--- src/rtl/mult_div_unit.sv ---
// Multicycle multiply/divide unit with architectural HI/LO for the MIPS datapath.
// Optional signed support (mult/div) is compiled in with MULTDIV_SIGNED_EN.
module mult_div_unit #(
   parameter int WIDTH = 32
) (
   input  logic             clock,
   input  logic             reset,
   input  logic             start,
   input  logic [1:0]       op,
   input  logic [WIDTH-1:0] a,
   input  logic [WIDTH-1:0] b,
   output logic             busy,
   output logic             done,
   output logic             div_zero,
   output logic [WIDTH-1:0] hi,
   output logic [WIDTH-1:0] lo
);
   localparam int CW = $clog2(WIDTH) + 1;
   localparam logic [CW-1:0] LAST_CNT = CW'(WIDTH - 1);
   localparam logic [CW-1:0] ONE_CNT  = {{(CW-1){1'b0}}, 1'b1};

   typedef enum logic [1:0] {IDLE = 2'd0, MULT = 2'd1, DIV = 2'd2, DONE = 2'd3} state_t;

   state_t             state_r, state_s;
   logic [2*WIDTH-1:0] p_r;
   logic [WIDTH-1:0]   d_r, hi_r, lo_r;
   logic [CW-1:0]      cnt_r;
   logic               busy_r, done_r, dz_r;
   logic               accept_s, last_s, b_zero_s;
   logic [WIDTH-1:0]   ma_s, mb_s;
   logic [WIDTH:0]     mul_sum_s;
   logic [2*WIDTH-1:0] mul_next_s, div_next_s, mres_s;
   logic [WIDTH+1:0]   div_diff_s;
   logic               div_neg_s;
   logic [WIDTH-1:0]   qres_s, rres_s;

   assign accept_s = (state_r == IDLE) && start;
   assign last_s   = (cnt_r == LAST_CNT);
   assign b_zero_s = (b == {WIDTH{1'b0}});

`ifdef MULTDIV_SIGNED_EN
   localparam logic [WIDTH-1:0]   ONE_W  = {{(WIDTH-1){1'b0}}, 1'b1};
   localparam logic [2*WIDTH-1:0] ONE_2W = {{(2*WIDTH-1){1'b0}}, 1'b1};

   function automatic logic [WIDTH-1:0] neg_w(input logic [WIDTH-1:0] v);
      return (~v) + ONE_W;
   endfunction

   function automatic logic [2*WIDTH-1:0] neg_2w(input logic [2*WIDTH-1:0] v);
      return (~v) + ONE_2W;
   endfunction

   logic sgn_s, sa_s, sb_s, neg_r, sa_r;
   assign sgn_s = ~op[0];
   assign sa_s  = sgn_s & a[WIDTH-1];
   assign sb_s  = sgn_s & b[WIDTH-1];
   assign ma_s  = sa_s ? neg_w(a) : a;
   assign mb_s  = sb_s ? neg_w(b) : b;

   // Operand signs captured at accept for the final sign fix
   always_ff @(posedge clock or negedge reset) begin
      if (!reset) begin
         neg_r <= 1'b0;
         sa_r  <= 1'b0;
      end else if (accept_s) begin
         neg_r <= sa_s ^ sb_s;
         sa_r  <= sa_s;
      end
   end
`else
   logic unused_op0_s;
   assign unused_op0_s = op[0];
   assign ma_s = a;
   assign mb_s = b;
`endif

   // Shift-add step: low half holds the remaining multiplier bits
   assign mul_sum_s  = {1'b0, p_r[2*WIDTH-1:WIDTH]} + (p_r[0] ? {1'b0, d_r} : {(WIDTH+1){1'b0}});
   assign mul_next_s = {mul_sum_s, p_r[WIDTH-1:1]};

   // Restoring step: {remainder, quotient} shifted left, trial subtract of divisor
   assign div_diff_s = {1'b0, p_r[2*WIDTH-1:WIDTH], p_r[WIDTH-1]} - {2'b00, d_r};
   assign div_neg_s  = div_diff_s[WIDTH+1];
   assign div_next_s = {(div_neg_s ? {p_r[2*WIDTH-2:WIDTH], p_r[WIDTH-1]} : div_diff_s[WIDTH-1:0]),
                        p_r[WIDTH-2:0], ~div_neg_s};

   // Final result selection including the signed correction
   always_comb begin
      mres_s = mul_next_s;
      qres_s = div_next_s[WIDTH-1:0];
      rres_s = div_next_s[2*WIDTH-1:WIDTH];
`ifdef MULTDIV_SIGNED_EN
      if (neg_r) begin
         mres_s = neg_2w(mul_next_s);
         qres_s = neg_w(div_next_s[WIDTH-1:0]);
      end else begin
         mres_s = mul_next_s;
         qres_s = div_next_s[WIDTH-1:0];
      end
      if (sa_r) begin
         rres_s = neg_w(div_next_s[2*WIDTH-1:WIDTH]);
      end else begin
         rres_s = div_next_s[2*WIDTH-1:WIDTH];
      end
`endif
   end

   // Next-state logic
   always_comb begin
      state_s = state_r;
      case (state_r)
         IDLE: begin
            if (!start) begin
               state_s = IDLE;
            end else if (!op[1]) begin
               state_s = MULT;
            end else if (b_zero_s) begin
               state_s = DONE;
            end else begin
               state_s = DIV;
            end
         end
         MULT, DIV: begin
            if (last_s) begin
               state_s = DONE;
            end else begin
               state_s = state_r;
            end
         end
         DONE:    state_s = IDLE;
         default: state_s = IDLE;
      endcase
   end

   // State register and registered status decodes
   always_ff @(posedge clock or negedge reset) begin
      if (!reset) begin
         state_r <= IDLE;
         busy_r  <= 1'b0;
         done_r  <= 1'b0;
         dz_r    <= 1'b0;
      end else begin
         state_r <= state_s;
         busy_r  <= (state_s == MULT) || (state_s == DIV);
         done_r  <= (state_s == DONE);
         dz_r    <= accept_s && op[1] && b_zero_s;
      end
   end

   // Datapath: operand capture, iteration and HI/LO writeback
   always_ff @(posedge clock or negedge reset) begin
      if (!reset) begin
         p_r   <= {(2*WIDTH){1'b0}};
         d_r   <= {WIDTH{1'b0}};
         cnt_r <= {CW{1'b0}};
         hi_r  <= {WIDTH{1'b0}};
         lo_r  <= {WIDTH{1'b0}};
      end else begin
         case (state_r)
            IDLE: begin
               if (start) begin
                  d_r   <= op[1] ? mb_s : ma_s;
                  p_r   <= {{WIDTH{1'b0}}, (op[1] ? ma_s : mb_s)};
                  cnt_r <= {CW{1'b0}};
               end
            end
            MULT: begin
               p_r   <= mul_next_s;
               cnt_r <= cnt_r + ONE_CNT;
               if (last_s) begin
                  {hi_r, lo_r} <= mres_s;
               end
            end
            DIV: begin
               p_r   <= div_next_s;
               cnt_r <= cnt_r + ONE_CNT;
               if (last_s) begin
                  hi_r <= rres_s;
                  lo_r <= qres_s;
               end
            end
            default: begin
               cnt_r <= cnt_r;
            end
         endcase
      end
   end

   assign busy     = busy_r;
   assign done     = done_r;
   assign div_zero = dz_r;
   assign hi       = hi_r;
   assign lo       = lo_r;
endmodule

--- config.mk ---
export PLATFORM = sky130hd
export DESIGN_NAME = mult_div_unit
export DESIGN_NICKNAME = d
export VERILOG_FILES = /design/src/rtl/mult_div_unit.sv
export SDC_FILE = /design/constraint.sdc
export NUM_CORES = 1
export LEC_CHECK = 0
export BUFFER_PORTS_ARGS = -buffer_cell sky130_fd_sc_hd__buf_2
export CAP_MARGIN = 40
export CORE_MARGIN = 3
export CORE_UTILIZATION = 45
export CTS_CLUSTER_SIZE = 16
export DETAILED_ROUTE_END_ITERATION = 12
export MAX_ROUTING_LAYER = met4
export PLACE_DENSITY = 0.64
export SYNTH_ARGS = -nofsm -noshare
export SYNTH_HDL_FRONTEND = slang
export SYNTH_SLANG_ARGS = --single-unit
--- constraint.sdc ---
create_clock -name clock -period 3.7 [get_ports clock]
set_input_delay 0.74 -clock clock [delete_from_list [all_inputs] [get_ports clock]]
set_output_delay 0.74 -clock clock [all_outputs]
set_load 0.02 [all_outputs]
==> impl_metrics.env, run 1 <==
export IMPL_status="completed"
export IMPL_max_freq_mhz=280
export IMPL_synthCells=1469
export IMPL_grt_setup_unrepaired="yes"
export IMPL_dieArea_sq_um=29600
export IMPL_crit_family="compound AO/OA/AOI/OAI gates"
export IMPL_slew_viol_final=0
export IMPL_critPathArrivalTime_ns=3.91
export IMPL_critPathCapture="p_r[62]$_DFFE_PN0P_"
export IMPL_worst_pin_slew_ns=0.883
export IMPL_power_mw=6.98
export IMPL_layout_nets=1741
export IMPL_syn_num_nets=1610
export IMPL_place_congestion=0.987
export IMPL_power_density_nw_per_um2=486
export IMPL_yosys_register_bits=171
export IMPL_tritoncts="yes"
export IMPL_power_leakage_nw=6.92
export IMPL_grt_usage=0.267
export IMPL_hpwl_mm=28.0
export IMPL_start_kind="flip-flop"
export IMPL_critPathSlowestCell="dfrtp_2"
export IMPL_p_int_mw=4.12
export IMPL_io_buffers=134
export IMPL_critical_path_required_ns=4.04
export IMPL_critPathMaxStageDelay_ns=0.50
export IMPL_async_reset_ff_frac=1.00
export IMPL_grt_antenna_before_repair=6
export IMPL_die_h_um=172
export IMPL_synth_edf_count=0
export IMPL_setup_viol_count_final=0
export IMPL_cts_resized=0
export IMPL_yosys_warnings=0
export IMPL_power_switching_mw=2.86
export IMPL_routedWlPerCell_um=19.4
export IMPL_postCtsHoldBufs=0
export IMPL_clock_sinks=171
export IMPL_reg2reg_to="p_r[62]$_DFFE_PN0P_"
export IMPL_core_area_sq_um=27000
export IMPL_placed_cells=1922
export IMPL_grt_pass1_wl_mm=60.3
export IMPL_pwr_share_seq=0.346
export IMPL_yosysTopAreaCellShare=0.345
export IMPL_crit_fanout=10
export IMPL_path_clk_slew_ns=0.08
export IMPL_power_share_clock=0.268
export IMPL_finalHoldViolCount=0
export IMPL_synth_area_leader_cell="dfrtp_1"
export IMPL_via_count=11500
export IMPL_hold_path_class="in2async"
export IMPL_multi_input_area_sq_um=7630
export IMPL_clock_latency_ns=0.44
export IMPL_vias_per_cell=5.86
export IMPL_die_x_um=172
export IMPL_grt_max_degree=85
export IMPL_power_switching_share=0.410
export IMPL_worstSetupPathType="reg2reg"
export IMPL_relSlewSlack=0.411
export IMPL_postRouteAntennaNets=0
export IMPL_drc=0
export IMPL_r2r_start="p_r[0]$_DFFE_PN0P_"
export IMPL_ys_types=76
export IMPL_regArea_sq_um=4280
export IMPL_synth_area_leaders="dfrtp_1 34%, ha_1 7.1%, mux2i_1 6.5%"
export IMPL_first_global_vias=10800
export IMPL_syn_to_final_growth_pct=15.8
export IMPL_syn_avg_cell_area_sq_um=8.45
export IMPL_start_util=0.459
export IMPL_cts_made_buffers=17
export IMPL_period_minus_slack_ns=3.57
export IMPL_max_cap_violations=0
export IMPL_endpoint_kind="flip-flop"
export IMPL_worstPathCellList="and2_1, ha_1, a2111oi_1, o21ai_0, nand3_1, a31oi_2, buf_4, o211ai_1, a41oi_1, xor2_1, a32o_1, a21o_1"
export IMPL_crit_start="p_r[0]$_DFFE_PN0P_"
export IMPL_crit_cells=12
export IMPL_gr_total_overflow=0
export IMPL_first_pass_iters=5
export IMPL_r2r_cells=12
export IMPL_holdWs_ns=0.325
export IMPL_synth_main_ff_cell="dfrtp_1"
export IMPL_htreeDepth=4
export IMPL_p_comb_frac=0.386
export IMPL_post_cts_buffers=0
export IMPL_fill_cells=2621
export IMPL_ctsLongestPathBuffers=2
export IMPL_synth_cell_area_sq_um=12400
export IMPL_drive_above_1_share=0.177
export IMPL_fin_worst_skew_ns=0.0149
export IMPL_drt_wl_total_mm=38.1
export IMPL_ir_drop_v=0.000378
export IMPL_r2r_slack_ns=0.13
export IMPL_ys_seq_area_frac=0.345
export IMPL_drtIter0Drc=894
export IMPL_fin_crit_sh=0.965
export IMPL_num_io_pins=136
export IMPL_finalNonFillerCells=1960
export IMPL_crit_buf_inv=1
export IMPL_rows=60
export IMPL_clockRootBuffer="clkbuf_16"
-- cell families after synthesis --
kind of cell	after synthesis	synth area share
AO/OA/AOI/OAI	502	0.251
flip-flops	171	0.345
adder cells (fa/ha/maj)	72	0.0738
multiplexers	112	0.0939
buffers and inverters	138	0.0441
AND/OR/NAND/NOR	424	0.157
XOR/XNOR	50	0.0353
-- how the worst min path moves through the flow --
stage	start	end	slack, ns
2_1_floorplan	reset	busy$_DFF_PN0_	0.44
3_3_place_gp	lo[5]$_DFFE_PN0P_	lo[5]$_DFFE_PN0P_	0.46
3_5_place_dp	hi[4]$_DFFE_PN0P_	hi[4]$_DFFE_PN0P_	0.47
4_1_cts	reset	hi[9]$_DFFE_PN0P_	0.36
5_1_grt	reset	hi[9]$_DFFE_PN0P_	0.38
6_report	reset	hi[9]$_DFFE_PN0P_	0.33
-- cells in the mapped netlist (4+ instances only) --
cell	n
a31oi_1	24
a21oi_1	145
a21o_1	28
nand2_1	182
o211ai_1	9
dfrtp_1	171
nand2b_1	12
xnor2_1	29
o21bai_1	7
nand3_1	15
nor2b_1	10
mux2_2	31
nand4_1	11
inv_1	52
o21ai_1	15
o31ai_1	8
o21ai_0	147
xor2_1	21
and2_1	35
a211oi_1	9
and3_1	19
nor3_1	19
mux2i_1	80
nor2_1	95
clkbuf_1	71
buf_1	8
nor4_1	9
o21a_1	10
a22oi_1	33
o311ai_0	4
ha_1	70
o221ai_1	10
-- power groups by stage --
stage | sequential (mW) | combinational (mW) | clock (mW)
2_1_floorplan | 2.32 | 1.89 | 0
3_3_place_gp | 2.44 | 2.63 | 0
3_5_place_dp | 2.44 | 2.65 | 0
4_1_cts | 2.41 | 2.67 | 1.90
5_1_grt | 2.45 | 3.00 | 1.98
6_report | 2.42 | 2.69 | 1.87
-- worst reg2reg max path: stages (launching register included) --
cell and delay, ns:
dfrtp_2 0.50, and2_1 0.20, ha_1 0.29, a2111oi_1 0.47
o21ai_0 0.37, nand3_1 0.27, a31oi_2 0.14, buf_4 0.16
o211ai_1 0.29, a41oi_1 0.18, xor2_1 0.19, a32o_1 0.28
a21o_1 0.15
-- placed cells by master (no fill, tap or decap), types with 9 or more instances in the layout --
cell type,netlist,routed
nor3_1,19,19
nand4_1,11,11
mux2i_1,80,80
o221ai_1,10,10
buf_2,2,133
nor2b_1,10,10
nand2b_1,12,11
and2_1,35,34
buf_4,3,59
inv_1,52,52
a21oi_1,145,144
nor2_1,95,95
o211ai_1,9,9
nand2_1,182,181
mux2_2,31,31
xnor2_1,29,29
o21a_1,10,10
xor2_1,21,21
a31oi_1,24,23
ha_1,70,67
nand3_1,15,15
a22oi_1,33,32
a211oi_1,9,9
a21o_1,28,28
o21ai_0,147,147
and3_1,19,19
o21ai_1,15,15
dfrtp_1,171,170
clkbuf_16,0,17
nor4_1,9,9
-- area by class of cell --
class | instances | area share
antenna | 6 | 0.00104
clock buffer | 18 | 0.0299
clock inverter | 14 | 0.0120
inverter | 52 | 0.0136
multi-input combinational | 1160 | 0.531
sequential | 171 | 0.298
tap | 341 | 0.0297
timing repair buffer | 198 | 0.0849
-- sequential cells by signal (all words and copies together) (netlist names) --
register  count
d_r          32
cnt_r         6
p_r          64
lo           32
busy          1
state_r       2
done          1
hi           32
div_zero      1
-- routing by layer --
layer	global-route usage	up-vias	wire length (um)	share of wire
met4	0.0535	0	600	0.016
li1	-	5591	-	-
met5	-	-	0	0
met1	0.393	5472	18300	0.48
met2	0.389	382	16500	0.43
met3	0.0439	40	2710	0.071
-- per-stage QoR --
| step | utilization | setup WS [ns] | TNS, ns | cell area (sq um) |
|---|---|---|---|---|
| final | 0.532 | 0.129 | 0 | 14400 |
| after global routing | 0.532 | -0.0660 | -0.135 | 14400 |
| after CTS | 0.530 | 0.0382 | 0 | 14300 |
| after detailed placement | 0.508 | 0.0617 | 0 | 13700 |
| after global placement | 0.508 | 0.0801 | 0 | 13700 |
| after floorplan | - | 0.536 | 0 | 12400 |
(Power assumes the default switching activity.)
==> inputs of run 2 (changes only) <==
RECOVER_POWER = 50   (was not set)
==> run 2 against run 1 <==
The flow now finishes with violations (max-capacitance violations, max-slew violations). Highest routed layer unchanged. Largest power group unchanged. Cell count did not move. Global-route usage stayed put. Sequential share of layout area up 0.16 points. Die area stayed put. Clock power about the same. Largest cell class unchanged.
==> impl_metrics.env, run 2 (synthesized netlist as in run 1, its figures left out) <==
export IMPL_largest_register_ffs=64
export IMPL_clockRootBuffer="clkbuf_16"
export IMPL_finalNonFillerCells=1960
export IMPL_placed_cells=1922
export IMPL_fin_worst_skew_ns=0.0149
export IMPL_gr_total_overflow=0
export IMPL_max_cap_violations=1
export IMPL_clock_sinks=171
export IMPL_grt_antenna_before_repair=6
export IMPL_clock_latency_ns=0.45
export IMPL_holdWs_ns=0.480
export IMPL_hold_path_class="reg2reg"
export IMPL_num_io_pins=136
export IMPL_cts_made_buffers=17
export IMPL_critPathArrivalTime_ns=3.91
export IMPL_power_density_nw_per_um2=488
export IMPL_grt_pass1_wl_mm=60.3
export IMPL_top_register="p_r"
export IMPL_drive_above_1_share=0.157
export IMPL_fin_ws_ns=0.138
export IMPL_endpoint_kind="flip-flop"
export IMPL_grt_usage=0.267
export IMPL_postRouteAntennaNets=0
export IMPL_critical_path_required_ns=4.04
export IMPL_setup_tns_final_ns=0
export IMPL_status="finished with violations"
export IMPL_vias_per_cell=5.87
export IMPL_dp_slack_ns=0.0617
export IMPL_violations="max-capacitance violations, max-slew violations"
export IMPL_htreeDepth=4
export IMPL_hpwl_mm=28.0
export IMPL_via_count=11500
export IMPL_finalHoldViolCount=0
export IMPL_start_util=0.459
export IMPL_fin_crit_sh=0.963
export IMPL_routedWlPerCell_um=19.5
export IMPL_slew_viol_final=73
export IMPL_place_congestion=0.987
export IMPL_worstSetupPathType="reg2reg"
export IMPL_grt_max_degree=85
export IMPL_syn_to_final_growth_pct=15.2
export IMPL_final_cell_mix="181 x nand2_1, 170 x dfrtp_1, 147 x o21ai_0"
export IMPL_grt_setup_unrepaired="yes"
export IMPL_relSlewSlack=-0.271
export IMPL_crit_fanout=10
export IMPL_core_area_sq_um=27000
export IMPL_setup_viol_count_final=0
export IMPL_ir_drop_v=0.000380
export IMPL_tritoncts="yes"
export IMPL_first_pass_iters=5
export IMPL_path_clk_slew_ns=0.08
export IMPL_postCtsHoldBufs=0
export IMPL_power_leakage_nw=6.76
export IMPL_period_minus_slack_ns=3.56
export IMPL_drc=0
export IMPL_start_kind="flip-flop"
export IMPL_layout_nets=1741
export IMPL_die_x_um=172
export IMPL_drtIter0Drc=1008
export IMPL_dieArea_sq_um=29600
export IMPL_die_h_um=172
export IMPL_io_buffers=134
export IMPL_first_global_vias=10800
export IMPL_rows=60
export IMPL_worst_pin_slew_ns=1.91
export IMPL_max_freq_mhz=281
export IMPL_ctsLongestPathBuffers=2
export IMPL_mostFrequentLayoutCell="nand2_1"
export IMPL_drt_wl_total_mm=38.2
## run 2: through the flow
stage | power (mW) | area (sq um) | util
detailed placement | 5.09 | 13700 | 0.508
global placement | 5.06 | 13700 | 0.508
finish | 6.98 | 14300 | 0.529
CTS | 6.98 | 14300 | 0.530
floorplan | 4.20 | 12400 | -
global route | 7.43 | 14300 | 0.529
## run 2: metal layers
metal  wire, um  vias up  share of wire  global-route usage
li1           -     5594              -                   -
met1      18400     5470           0.48               0.393
met2      16600      403           0.43               0.389
met3       2730       35          0.071              0.0439
met4        491        0          0.013              0.0535
met5          0        -              0                   -
## run 2: final cells by class
cell class | instances | area (sq um)
sequential | 171 | 4280
timing repair buffer | 198 | 1140
antenna | 6 | 15.0
tap | 341 | 427
inverter | 52 | 195
fill | 2640 | 12700
clock inverter | 14 | 173
multi-input combinational | 1160 | 7630
clock buffer | 18 | 429
## run 2: worst paths after layout
kind	start	endpoint	slack (ns)	depth (start not counted)
max	p_r[0]$_DFFE_PN0P_	p_r[62]$_DFFE_PN0P_	0.14	12
min	hi[4]$_DFFE_PN0P_	hi[4]$_DFFE_PN0P_	0.48	2
max reg2reg	p_r[0]$_DFFE_PN0P_	p_r[62]$_DFFE_PN0P_	0.14	12
min reg2reg	hi[4]$_DFFE_PN0P_	hi[4]$_DFFE_PN0P_	0.48	2
max in group asynchronous	reset	lo[21]$_DFFE_PN0P_	0.73	2
min in group asynchronous	reset	hi[9]$_DFFE_PN0P_	0.81	1
## run 2: what timing repair did
action / 4_1_cts / 5_1_grt
endpoints found under the setup margin: 0 / 15
buffers inserted: 0 / 0
gates resized for setup: 0 / 6
hold endpoints to repair: 0 / 0
## run 2: worst max-delay path, stage by stage (launching register included)
cell       delay [ns]
dfrtp_2          0.50
and2_1           0.19
ha_1             0.29
a2111oi_1        0.46
o21ai_0          0.37
nand3_1          0.27
a31oi_2          0.14
buf_4            0.16
o211ai_1         0.29
a41oi_1          0.18
xor2_1           0.19
a32o_1           0.27
a21o_1           0.15
## run 2: power breakdown
part | switching (mW) | total (mW) | internal, mW | leakage, nW
Combinational | 1.59 | 2.69 | 1.10 | 4.25
Sequential | 0.322 | 2.42 | 2.10 | 2.22
Clock | 0.952 | 1.87 | 0.921 | 0.294
Total | 2.87 | 6.98 | 4.11 | 6.76
==> inputs of run 3 (changes only) <==
PLACE_DENSITY = not set   (was 0.64)
==> run 3 against run 2 <==
The run still ends with max-capacitance violations, max-slew violations left. Clock power is essentially flat. Global-route usage grew 0.17 points. Sequential power is essentially flat. Clock skew grew 0.0013 ns. Cell area grew 0.85%. Flip-flop and latch count is the same. Combinational power grew 3%. Wire length grew 0.39%. Power grew 0.76%. Critical path type unchanged.
==> impl_metrics.env, run 3 (synthesized netlist as in run 1, its figures left out) <==
export IMPL_status="finished with violations"
export IMPL_violations="max-capacitance violations, max-slew violations"
export IMPL_setup_tns_final_ns=0
export IMPL_routedWlPerCell_um=19.5
export IMPL_postCtsHoldBufs=0
export IMPL_syn_to_final_growth_pct=16.2
export IMPL_crit_buf_inv=1
export IMPL_path_clk_slew_ns=0.08
export IMPL_period_minus_slack_ns=3.56
export IMPL_holdWs_ns=0.481
export IMPL_layout_nets=1751
export IMPL_crit_family="compound AO/OA/AOI/OAI gates"
export IMPL_drive_above_1_share=0.163
export IMPL_htreeDepth=4
export IMPL_drtIter0Drc=899
export IMPL_postRouteAntennaNets=0
export IMPL_start_util=0.459
export IMPL_first_global_vias=11000
export IMPL_rows=60
export IMPL_place_congestion=0.953
export IMPL_drc=0
export IMPL_clockRootBuffer="clkbuf_16"
export IMPL_worstSetupPathType="reg2reg"
export IMPL_die_h_um=172
export IMPL_grt_antenna_before_repair=3
export IMPL_ctsLongestPathBuffers=2
export IMPL_critPathMaxStageDelay_ns=0.49
export IMPL_start_kind="flip-flop"
export IMPL_vias_per_cell=5.79
export IMPL_setup_viol_count_final=0
export IMPL_final_cell_mix="181 x nand2_1, 170 x dfrtp_1, 146 x o21ai_0"
export IMPL_final_util=0.533
export IMPL_drt_wl_total_mm=38.3
export IMPL_gr_total_overflow=0
export IMPL_ir_drop_v=0.000240
export IMPL_power_density_nw_per_um2=488
export IMPL_critPathSlowestCell="dfrtp_2"
export IMPL_grt_usage=0.269
export IMPL_max_freq_mhz=281
export IMPL_clock_sinks=171
export IMPL_relSlewSlack=-0.0435
export IMPL_largest_register_ffs=64
export IMPL_critical_path_required_ns=4.03
export IMPL_dp_slack_ns=-0.125
export IMPL_power_leakage_nw=6.85
export IMPL_min_path_cells=2
export IMPL_via_count=11400
export IMPL_worstPathCellList="buf_4, and2_1, ha_1, fa_1, a21oi_1, o21a_1, o211ai_1, a21oi_1, o21ai_1, a311oi_1, xnor2_1, a32oi_1, o21ai_1"
export IMPL_max_cap_violations=1
export IMPL_io_buffers=134
export IMPL_mostFrequentLayoutCell="nand2_1"
export IMPL_fin_worst_skew_ns=0.0162
export IMPL_grt_pass1_wl_mm=60.5
export IMPL_die_x_um=172
export IMPL_tritoncts="yes"
export IMPL_hold_path_class="reg2reg"
export IMPL_grt_max_degree=83
export IMPL_finalHoldViolCount=0
export IMPL_dieArea_sq_um=29600
export IMPL_worst_pin_slew_ns=1.57
export IMPL_hpwl_mm=28.2
export IMPL_core_area_sq_um=27000
export IMPL_cts_made_buffers=17
export IMPL_clock_latency_ns=0.44
export IMPL_endpoint_kind="flip-flop"
export IMPL_fill_cells=2561
export IMPL_slew_viol_final=59
export IMPL_critPathArrivalTime_ns=3.89
export IMPL_fin_ws_ns=0.140
export IMPL_first_pass_iters=5
export IMPL_crit_fanout=8
export IMPL_crit_cells=13
export IMPL_fin_crit_sh=0.962
export IMPL_r2r_cells=13
export IMPL_top_register="p_r"
export IMPL_num_io_pins=136
==> run 3: cell type report <==
| class | instances | area (sq um) | area share |
|---|---|---|---|
| Clock buffer | 18 | 429 | 0.0298 |
| Tap cell | 341 | 427 | 0.0296 |
| Antenna cell | 3 | 7.51 | 0.000521 |
| Sequential cell | 171 | 4280 | 0.297 |
| Inverter | 52 | 195 | 0.0135 |
| Timing Repair Buffer | 208 | 1250 | 0.0866 |
| Clock inverter | 14 | 170 | 0.0118 |
| Multi-Input combinational cell | 1160 | 7660 | 0.531 |
==> run 3: layer usage <==
metal | share of wire | track usage | up-vias
met2 | 0.45 | 0.409 | 304
li1 | - | - | 5625
met4 | 0.014 | 0.0580 | 0
met5 | 0 | - | -
met1 | 0.48 | 0.377 | 5428
met3 | 0.055 | 0.0485 | 33
==> run 3: final timing paths <==
path	startpoint	to	slack [ns]
max reg2reg	p_r[0]$_DFFE_PN0P_	p_r[59]$_DFFE_PN0P_	0.14
max	p_r[0]$_DFFE_PN0P_	p_r[59]$_DFFE_PN0P_	0.14
max in group asynchronous	reset	d_r[12]$_DFFE_PN0P_	1.12
min in group asynchronous	reset	hi[9]$_DFFE_PN0P_	0.69
min reg2reg	lo[30]$_DFFE_PN0P_	lo[30]$_DFFE_PN0P_	0.48
min	lo[30]$_DFFE_PN0P_	lo[30]$_DFFE_PN0P_	0.48
==> run 3: timing repair <==
item                       CTS  global route
pin swaps                    0             0
setup endpoints to repair    3            13
resized for setup            3             8
setup buffers                0             2
==> run 3: worst register-to-register path, cell delays in order, from the launching register on <==
cell	delay [ns]
dfrtp_2	0.49
buf_4	0.18
and2_1	0.13
ha_1	0.21
fa_1	0.43
a21oi_1	0.22
o21a_1	0.25
o211ai_1	0.20
a21oi_1	0.34
o21ai_1	0.22
a311oi_1	0.38
xnor2_1	0.14
a32oi_1	0.20
o21ai_1	0.08
==> run 3: where the power goes <==
group          switching, mW  leakage [nW]  internal (mW)
Sequential             0.340          2.22           2.10
Combinational           1.59          4.34           1.17
Clock                  0.921         0.291          0.916
Total                   2.85          6.85           4.18
==> run 3: metrics by stage <==
| stage | instance area, sq um | power [mW] | instances |
|---|---|---|---|
| 3_3_place_gp | 13800 | 5.13 | 1929 |
| 5_1_grt | 14400 | 7.50 | 1967 |
| 2_1_floorplan | 12400 | 4.20 | 1469 |
| 4_1_cts | 14400 | 7.03 | 1962 |
| 6_report | 14400 | 7.04 | 1967 |
| 3_5_place_dp | 13800 | 5.17 | 1930 |
